File: src/rtl/mul_issue_ctrl.sv
// Issue/writeback controller for the 2-cycle multiplier: drives operands,
// tracks the single in-flight op and holds its result when the consumer stalls.
module mul_issue_ctrl #(
  parameter int unsigned TAG_W = 5
) (
  input  logic             mul_clk,
  input  logic             reset,
  input  logic             flush,
  input  logic             in_valid,
  output logic             in_ready,
  input  logic [1:0]       in_op,
  input  logic [31:0]      in_src1,
  input  logic [31:0]      in_src2,
  input  logic [TAG_W-1:0] in_tag,
  output logic [31:0]      mul_A,
  output logic [31:0]      mul_B,
  output logic             mul_signed,
  input  logic [63:0]      mul_result,
  output logic             out_valid,
  input  logic             out_ready,
  output logic [31:0]      out_data,
  output logic [TAG_W-1:0] out_tag
);

  localparam logic [1:0] OP_MULH  = 2'b01;
  localparam logic [1:0] OP_MULHU = 2'b10;

  logic             s1_valid;
  logic             s1_hi;
  logic [TAG_W-1:0] s1_tag;
  logic             hold_valid;
  logic [31:0]      hold_data;
  logic [TAG_W-1:0] hold_tag;

  logic             fire_in;
  logic [31:0]      sel;

  assign mul_A = in_src1;
  assign mul_B = in_src2;

  // Handshake and result steering; everything is forced quiet while in reset.
  always_comb begin
    in_ready   = ~reset & ~flush & ~hold_valid & (~s1_valid | out_ready);
    fire_in    = in_valid & in_ready;
    mul_signed = (in_op != OP_MULHU);
    sel        = s1_hi ? mul_result[63:32] : mul_result[31:0];
    out_valid  = ~reset & (hold_valid | s1_valid);
    out_data   = '0;
    out_tag    = '0;
    if (!reset) begin
      out_data = hold_valid ? hold_data : sel;
      out_tag  = hold_valid ? hold_tag  : s1_tag;
    end
  end

  // The product register has no enable, so a stalled result must be captured now.
  always_ff @(posedge mul_clk) begin
    if (reset) begin
      s1_valid   <= 1'b0;
      s1_hi      <= 1'b0;
      s1_tag     <= '0;
      hold_valid <= 1'b0;
      hold_data  <= '0;
      hold_tag   <= '0;
    end else if (flush) begin
      s1_valid   <= 1'b0;
      hold_valid <= 1'b0;
    end else begin
      s1_valid <= fire_in;
      if (fire_in) begin
        s1_hi  <= (in_op == OP_MULH) | (in_op == OP_MULHU);
        s1_tag <= in_tag;
      end
      if (s1_valid && !hold_valid && !out_ready) begin
        hold_valid <= 1'b1;
        hold_data  <= sel;
        hold_tag   <= s1_tag;
      end else if (hold_valid && out_ready) begin
        hold_valid <= 1'b0;
      end
    end
  end

  a_no_double_occupancy: assert property (
    @(posedge mul_clk) disable iff (reset) !(hold_valid && s1_valid));

endmodule
File: config.mk
export PLATFORM = sky130hd
export DESIGN_NAME = mul_issue_ctrl
export DESIGN_NICKNAME = d
export VERILOG_FILES = /design/src/rtl/mul_issue_ctrl.sv
export SDC_FILE = /design/constraint.sdc
export NUM_CORES = 1
export LEC_CHECK = 0
export ABC_AREA = 1
export CAP_MARGIN = 20
export CORE_MARGIN = 4
export CORE_UTILIZATION = 35
export DETAILED_ROUTE_END_ITERATION = 6
export PLACE_DENSITY = 0.83
export SLEW_MARGIN = 20
export SYNTH_ARGS = -nofsm -noshare
export SYNTH_HDL_FRONTEND = slang
export SYNTH_SLANG_ARGS = --single-unit
File: constraint.sdc
create_clock -name mul_clk -period 2.2 [get_ports mul_clk]
set_clock_uncertainty 0.2 [all_clocks]
set_input_delay 0.66 -clock mul_clk [delete_from_list [all_inputs] [get_ports mul_clk]]
set_output_delay 0.66 -clock mul_clk [all_outputs]
set_load 0.005 [all_outputs]
==> results of run 1 <==
==> kinds of logic after synthesis <==
logic type / after synthesis / synth area share, %
DFF: 45 / 27.9
adders and majority gates: 1 / 0.387
and+or+nand+nor: 269 / 33.4
buffers and inverters: 139 / 26.6
AOI/OAI and AO/OA: 75 / 11.7
==> registers in the layout (all words and copies together), names as in the netlist <==
| register | cells |
|---|---|
| s1_hi | 1 |
| hold_data | 32 |
| s1_tag | 5 |
| s1_valid | 1 |
| hold_valid | 1 |
| hold_tag | 5 |
==> placed cells by master, fill, tap and decap left out <==
master,n
a21oi_2,1
buf_12,9
buf_16,2
buf_2,38
buf_4,87
buf_6,49
bufbuf_16,1
clkbuf_16,1
clkbuf_2,3
clkbuf_8,5
clkdlybuf4s15_1,2
clkdlybuf4s50_1,6
clkinv_2,2
clkinvlp_4,1
dfxtp_1,43
dfxtp_4,2
dlygate4sd2_1,65
ha_2,1
inv_1,40
inv_2,1
inv_4,3
nand2_1,66
nand2_2,26
nand2_4,18
nand3_1,5
nand4_2,1
nor2_1,132
nor2_2,18
nor2_4,1
nor3_2,1
nor3b_2,1
o21ai_0,20
o21ai_1,26
o21ai_2,27
o21ai_4,1
==> where the power goes <==
part,leakage (nW),switching (W),internal [W],total (W)
logic,2.53,0.000381,0.000521,0.000902
registers,0.366,0.0000143,0.000834,0.000848
clock network,0.0439,0.000288,0.000220,0.000507
==> per-layer routing <==
layer,vias up,routed length (µm)
li1,1894,-
met1,1895,4840
met2,218,6820
met3,74,982
met4,0,755
met5,-,0
==> worst paths after layout <==
path	start	endpoint	slack, ns	cells after the start
worst min register to register	s1_tag[3]$_SDFFE_PP0P_	s1_tag[3]$_SDFFE_PP0P_	0.28	2
worst min-delay path	s1_tag[3]$_SDFFE_PP0P_	s1_tag[3]$_SDFFE_PP0P_	0.28	2
worst max-delay path	hold_valid$_SDFFE_PP0P_	out_data[7]	-0.14	7
worst max register to register	s1_hi$_SDFFE_PP0P_	hold_data[6]$_SDFFE_PP0P_	-0.10	16
==> timing repair <==
item / in CTS / in global routing
endpoints found under the setup margin: 40 / 51
gates resized for setup: 325 / 101
pin swaps: 104 / 63
setup buffers: 126 / 3
hold buffers: 0 / 0
cloned: 3 / 1
==> worst register-to-register path, stage by stage, from the launching register on <==
cell	delay, ns
dfxtp_4	0.38
inv_4	0.05
buf_12	0.14
buf_6	0.13
nand2_2	0.06
nand2_2	0.06
buf_6	0.12
buf_4	0.12
buf_4	0.12
buf_4	0.13
buf_6	0.10
buf_6	0.10
buf_6	0.10
buf_6	0.10
buf_6	0.10
o21ai_2	0.11
nor2_1	0.06
==> metrics by stage <==
stage | power [W] | setup WS [ns] | cells | area [µm²] | util [%]
after floorplan | 0.00117 | 0.0110 | 529 | 3230 | -
after global placement | 0.00137 | -0.838 | 686 | 4150 | 46.9
after detailed placement | 0.00139 | -0.818 | 686 | 4150 | 46.9
after CTS | 0.00215 | -0.104 | 820 | 5190 | 58.6
after global routing | 0.00237 | -0.194 | 813 | 5450 | 61.6
final | 0.00226 | -0.142 | 813 | 5450 | 61.6
==> layout make-up <==
cell class                      instances  area (µm²)
Fill cell                             721        3390
Clock buffer                            5        68.8
Multi-Input combinational cell        345        1800
Clock inverter                          3        17.5
Sequential cell                        45         908
Tap cell                              108         135
Inverter                               44         173
Timing Repair Buffer                  263        2350
==> results.json, run 1 <==
{
  "hold_viol": 0,
  "grt.met2_usage_pct": 38.9,
  "crit_top_cell": "nor2_1",
  "dp_hpwl_um": 6530,
  "grtUsageTotal_pct": 22.1,
  "cts_tree": "done",
  "setup_viol": 25,
  "crit_type": "register to output pin",
  "cellPowerDensity_nw_per_um2": 414,
  "clock-sinks": 45,
  "die_w_um": 104,
  "firstDrtPassIters": 4,
  "synthCells": 529,
  "root_buffer": "clkbuf_8",
  "ys_types": 20,
  "routed_wl_um": 13400,
  "busiest_layer": "met2",
  "synthTopCellsByArea": "dfxtp_1, buf_4, nor2_1, nand2_1, o21ai_0",
  "cts_buffers": 5,
  "drtIter0Drc": 161,
  "synth_common_cells": "nor2_1, nand2_1, buf_4",
  "grtUsageMet1_pct": 23.4,
  "cp_max_fo": 19,
  "start_util_pct": 36.5,
  "slew_violations": 0,
  "io_pins": 244,
  "syn_nets": 670,
  "drc": 0,
  "cp_top_family": "buffers and inverters",
  "place_congestion": 0.777,
  "period_needed_ns": 2.34,
  "post_drt_wl_per_cell_um": 16.5,
  "fmax_ghz": 0.427,
  "ys_ff_latch": 45,
  "via_count": 4081,
  "critPathSlowestCell": "dfxtp_4",
  "slowest_delay_ns": 0.37,
  "grt_max_degree": 27,
  "clk_latency_ns": 0.30,
  "p_leak_nw": 2.94,
  "fin_ws_ns": -0.142,
  "end_kind": "output pin",
  "overflow": 0,
  "violations": "negative setup slack",
  "port_buffers": 115,
  "antenna_found_initial": 0,
  "status": "finished, violations left",
  "synth_area_um2": 3230,
  "hp-class": "register to register",
  "path_cells": "inv_4 -> buf_12 -> nor2_1 -> nor2_1 -> o21ai_2 -> inv_1 -> buf_2",
  "clkTransAtPathRegs_ns": 0.09,
  "synthArstFlopShare_pct": 0,
  "clockBufferDepth": 2,
  "timing.final.crit_share_pct": 106,
  "synth_ff_type": "dfxtp_1",
  "ys_seq_area_share_pct": 27.9,
  "dieArea_um2": 10800,
  "finalNetCount": 845,
  "worstPathRequired_ns": 1.34,
  "fin_setup_tns_ns": -1.92,
  "rsz0062_at_grt": "yes",
  "die_h_um": 104,
  "synth_edf_count": 0,
  "tightest_slew_ns": 0.293,
  "grt_pass1_vias": 4194,
  "yosys.area.top_type": "dfxtp_1",
  "area_growth_pct": 68.8,
  "ant_nets": 0,
  "cp.buffers_inverters": 4,
  "holdWs_ns": 0.278,
  "use_met3_pct": 5.77,
  "cp.arrival_ns": 1.48,
  "maxCapViolations": 0,
  "yosysWarningCount": 0,
  "avgSynthCellArea_um2": 6.11,
  "n_antenna_cell": 0,
  "drive_above_1_share_pct": 42.6,
  "core-area_um2": 8850,
  "grt_pass1_wl_um": 19700,
  "peakVddDrop_uv": 217,
  "yosys.area.top_type_share_pct": 27.9,
  "h-tree-depth": 2,
  "synth_most_common_cell": "nor2_1",
  "max_slew_margin_pct": 80.5,
  "viasPerCell": 5.02,
  "row_count": 34,
  "critPathLaunchType": "register"
}
No activity file was read; power rests on OpenSTA's default activity.
==> inputs of run 2 (changes only) <==
Clock period 2.2 ns to 2.4 ns, I/O delays scaled along.
==> results.json, run 2 (same netlist as run 1, synthesis figures left out) <==
{
  "status": "finished, violations left",
  "violations": "negative setup slack",
  "firstDrtPassIters": 4,
  "die_h_um": 104,
  "maxCapViolations": 0,
  "postLayoutCoreUtil_pct": 54.6,
  "p_leak_nw": 2.73,
  "via_count": 3834,
  "area_growth_pct": 49.6,
  "drc": 0,
  "root_buffer": "clkbuf_8",
  "viasPerCell": 4.82,
  "drtIter0Drc": 85,
  "critPathLaunchType": "input port",
  "final_common_cell": "nor2_1",
  "clk_latency_ns": 0.29,
  "seq_area_um2": 908,
  "cts_buffers": 5,
  "start_util_pct": 36.5,
  "die_w_um": 104,
  "drive_above_1_share_pct": 33.0,
  "overflow": 0,
  "clockBufferDepth": 2,
  "period_needed_ns": 2.47,
  "reg_top3": "hold_data (32), hold_tag (5), s1_tag (5)",
  "tightest_slew_ns": 0.658,
  "largest_reg_flops": 32,
  "worstPathRequired_ns": 1.48,
  "row_count": 34,
  "grtUsageTotal_pct": 19.9,
  "cts_tree": "done",
  "rsz0062_at_grt": "yes",
  "fmax_ghz": 0.405,
  "crit_type": "input port to output pin",
  "dp_hpwl_um": 6620,
  "max_slew_margin_pct": 56.1,
  "h-tree-depth": 2,
  "clock-sinks": 45,
  "regMostFlops": "hold_data",
  "antenna_found_initial": 0,
  "slew_violations": 0,
  "n_antenna_cell": 0,
  "clkTransAtPathRegs_ns": 0.07,
  "holdWs_ns": 0.287,
  "setup_viol": 1,
  "peakVddDrop_uv": 199,
  "fin_ws_ns": -0.0696,
  "end_kind": "output pin",
  "grt_pass1_wl_um": 17900,
  "grt_max_degree": 38,
  "post_drt_wl_per_cell_um": 14.4,
  "multi_input_area_um2": 1550,
  "final_cell_mix": "nor2_1, buf_4, nand2_1, dlygate4sd2_1, dfxtp_1",
  "cp.arrival_ns": 1.55,
  "fill_cells": 842,
  "io_pins": 244,
  "routed_wl_um": 11500,
  "hold_viol": 0,
  "dieArea_um2": 10800,
  "port_buffers": 115,
  "place_congestion": 0.770,
  "final_area_um2": 4830,
  "hp-class": "register to register",
  "grt_pass1_vias": 3853,
  "cp_max_fo": 2,
  "finalNetCount": 829,
  "cellPowerDensity_nw_per_um2": 395,
  "timing.final.crit_share_pct": 103,
  "core-area_um2": 8850,
  "placed_area_um2": 4080,
  "ant_nets": 0
}
==> run 2: timing repair <==
| action | in CTS | in global routing |
|---|---|---|
| gates resized for setup | 252 | 38 |
| pin swaps | 91 | 14 |
| hold buffers | 0 | 0 |
| endpoints found under the setup margin | 40 | 25 |
| gates cloned | 1 | 1 |
| setup buffers | 100 | 4 |
==> run 2: final timing paths <==
kind	slack [ns]	depth (start not counted)	startpoint	endpoint
min	0.29	2	s1_tag[1]$_SDFFE_PP0P_	s1_tag[1]$_SDFFE_PP0P_
max	-0.07	6	mul_result[11]	out_data[11]
min reg2reg	0.29	2	s1_tag[1]$_SDFFE_PP0P_	s1_tag[1]$_SDFFE_PP0P_
max reg2reg	0.06	15	s1_hi$_SDFFE_PP0P_	hold_data[3]$_SDFFE_PP0P_
==> run 2: cell type report <==
type	instances	share of cell area [%]
Clock buffer	7	1.79
Multi-Input combinational cell	345	32.0
Sequential cell	45	18.8
Timing Repair Buffer	247	41.0
Inverter	44	3.57
Tap cell	108	2.80
==> run 2: per-layer routing <==
metal | vias up | part of all wire (%) | GRT usage, %
li1 | 1860 | - | -
met4 | 0 | 3.9 | 8.93
met2 | 176 | 51 | 37.1
met5 | - | 0 | 0
met1 | 1751 | 37 | 20.1
met3 | 47 | 7.7 | 6.52
==> run 2: power breakdown <==
part | internal (W) | switching [W]
combinational | 0.000385 | 0.000274
clock | 0.000229 | 0.000246
sequential | 0.000764 | 0.0000135
==> run 2: critical path, stage by stage <==
cell           delay [ns]
dlygate4sd2_1        0.25
nand2_1              0.06
nand2_1              0.08
o21ai_1              0.23
inv_1                0.08
buf_2                0.13
==> run 2: per-stage QoR <==
step	setup slack (ns)	setup TNS [ns]	std cells	total power [W]
6_report	-0.0696	-0.0696	796	0.00191
5_1_grt	-0.141	-0.325	796	0.00202
4_1_cts	-0.153	-0.153	794	0.00187
3_5_place_dp	-0.774	-30.05	686	0.00126
3_3_place_gp	-0.758	-27.64	686	0.00125
2_1_floorplan	0.0653	0	529	0.00107
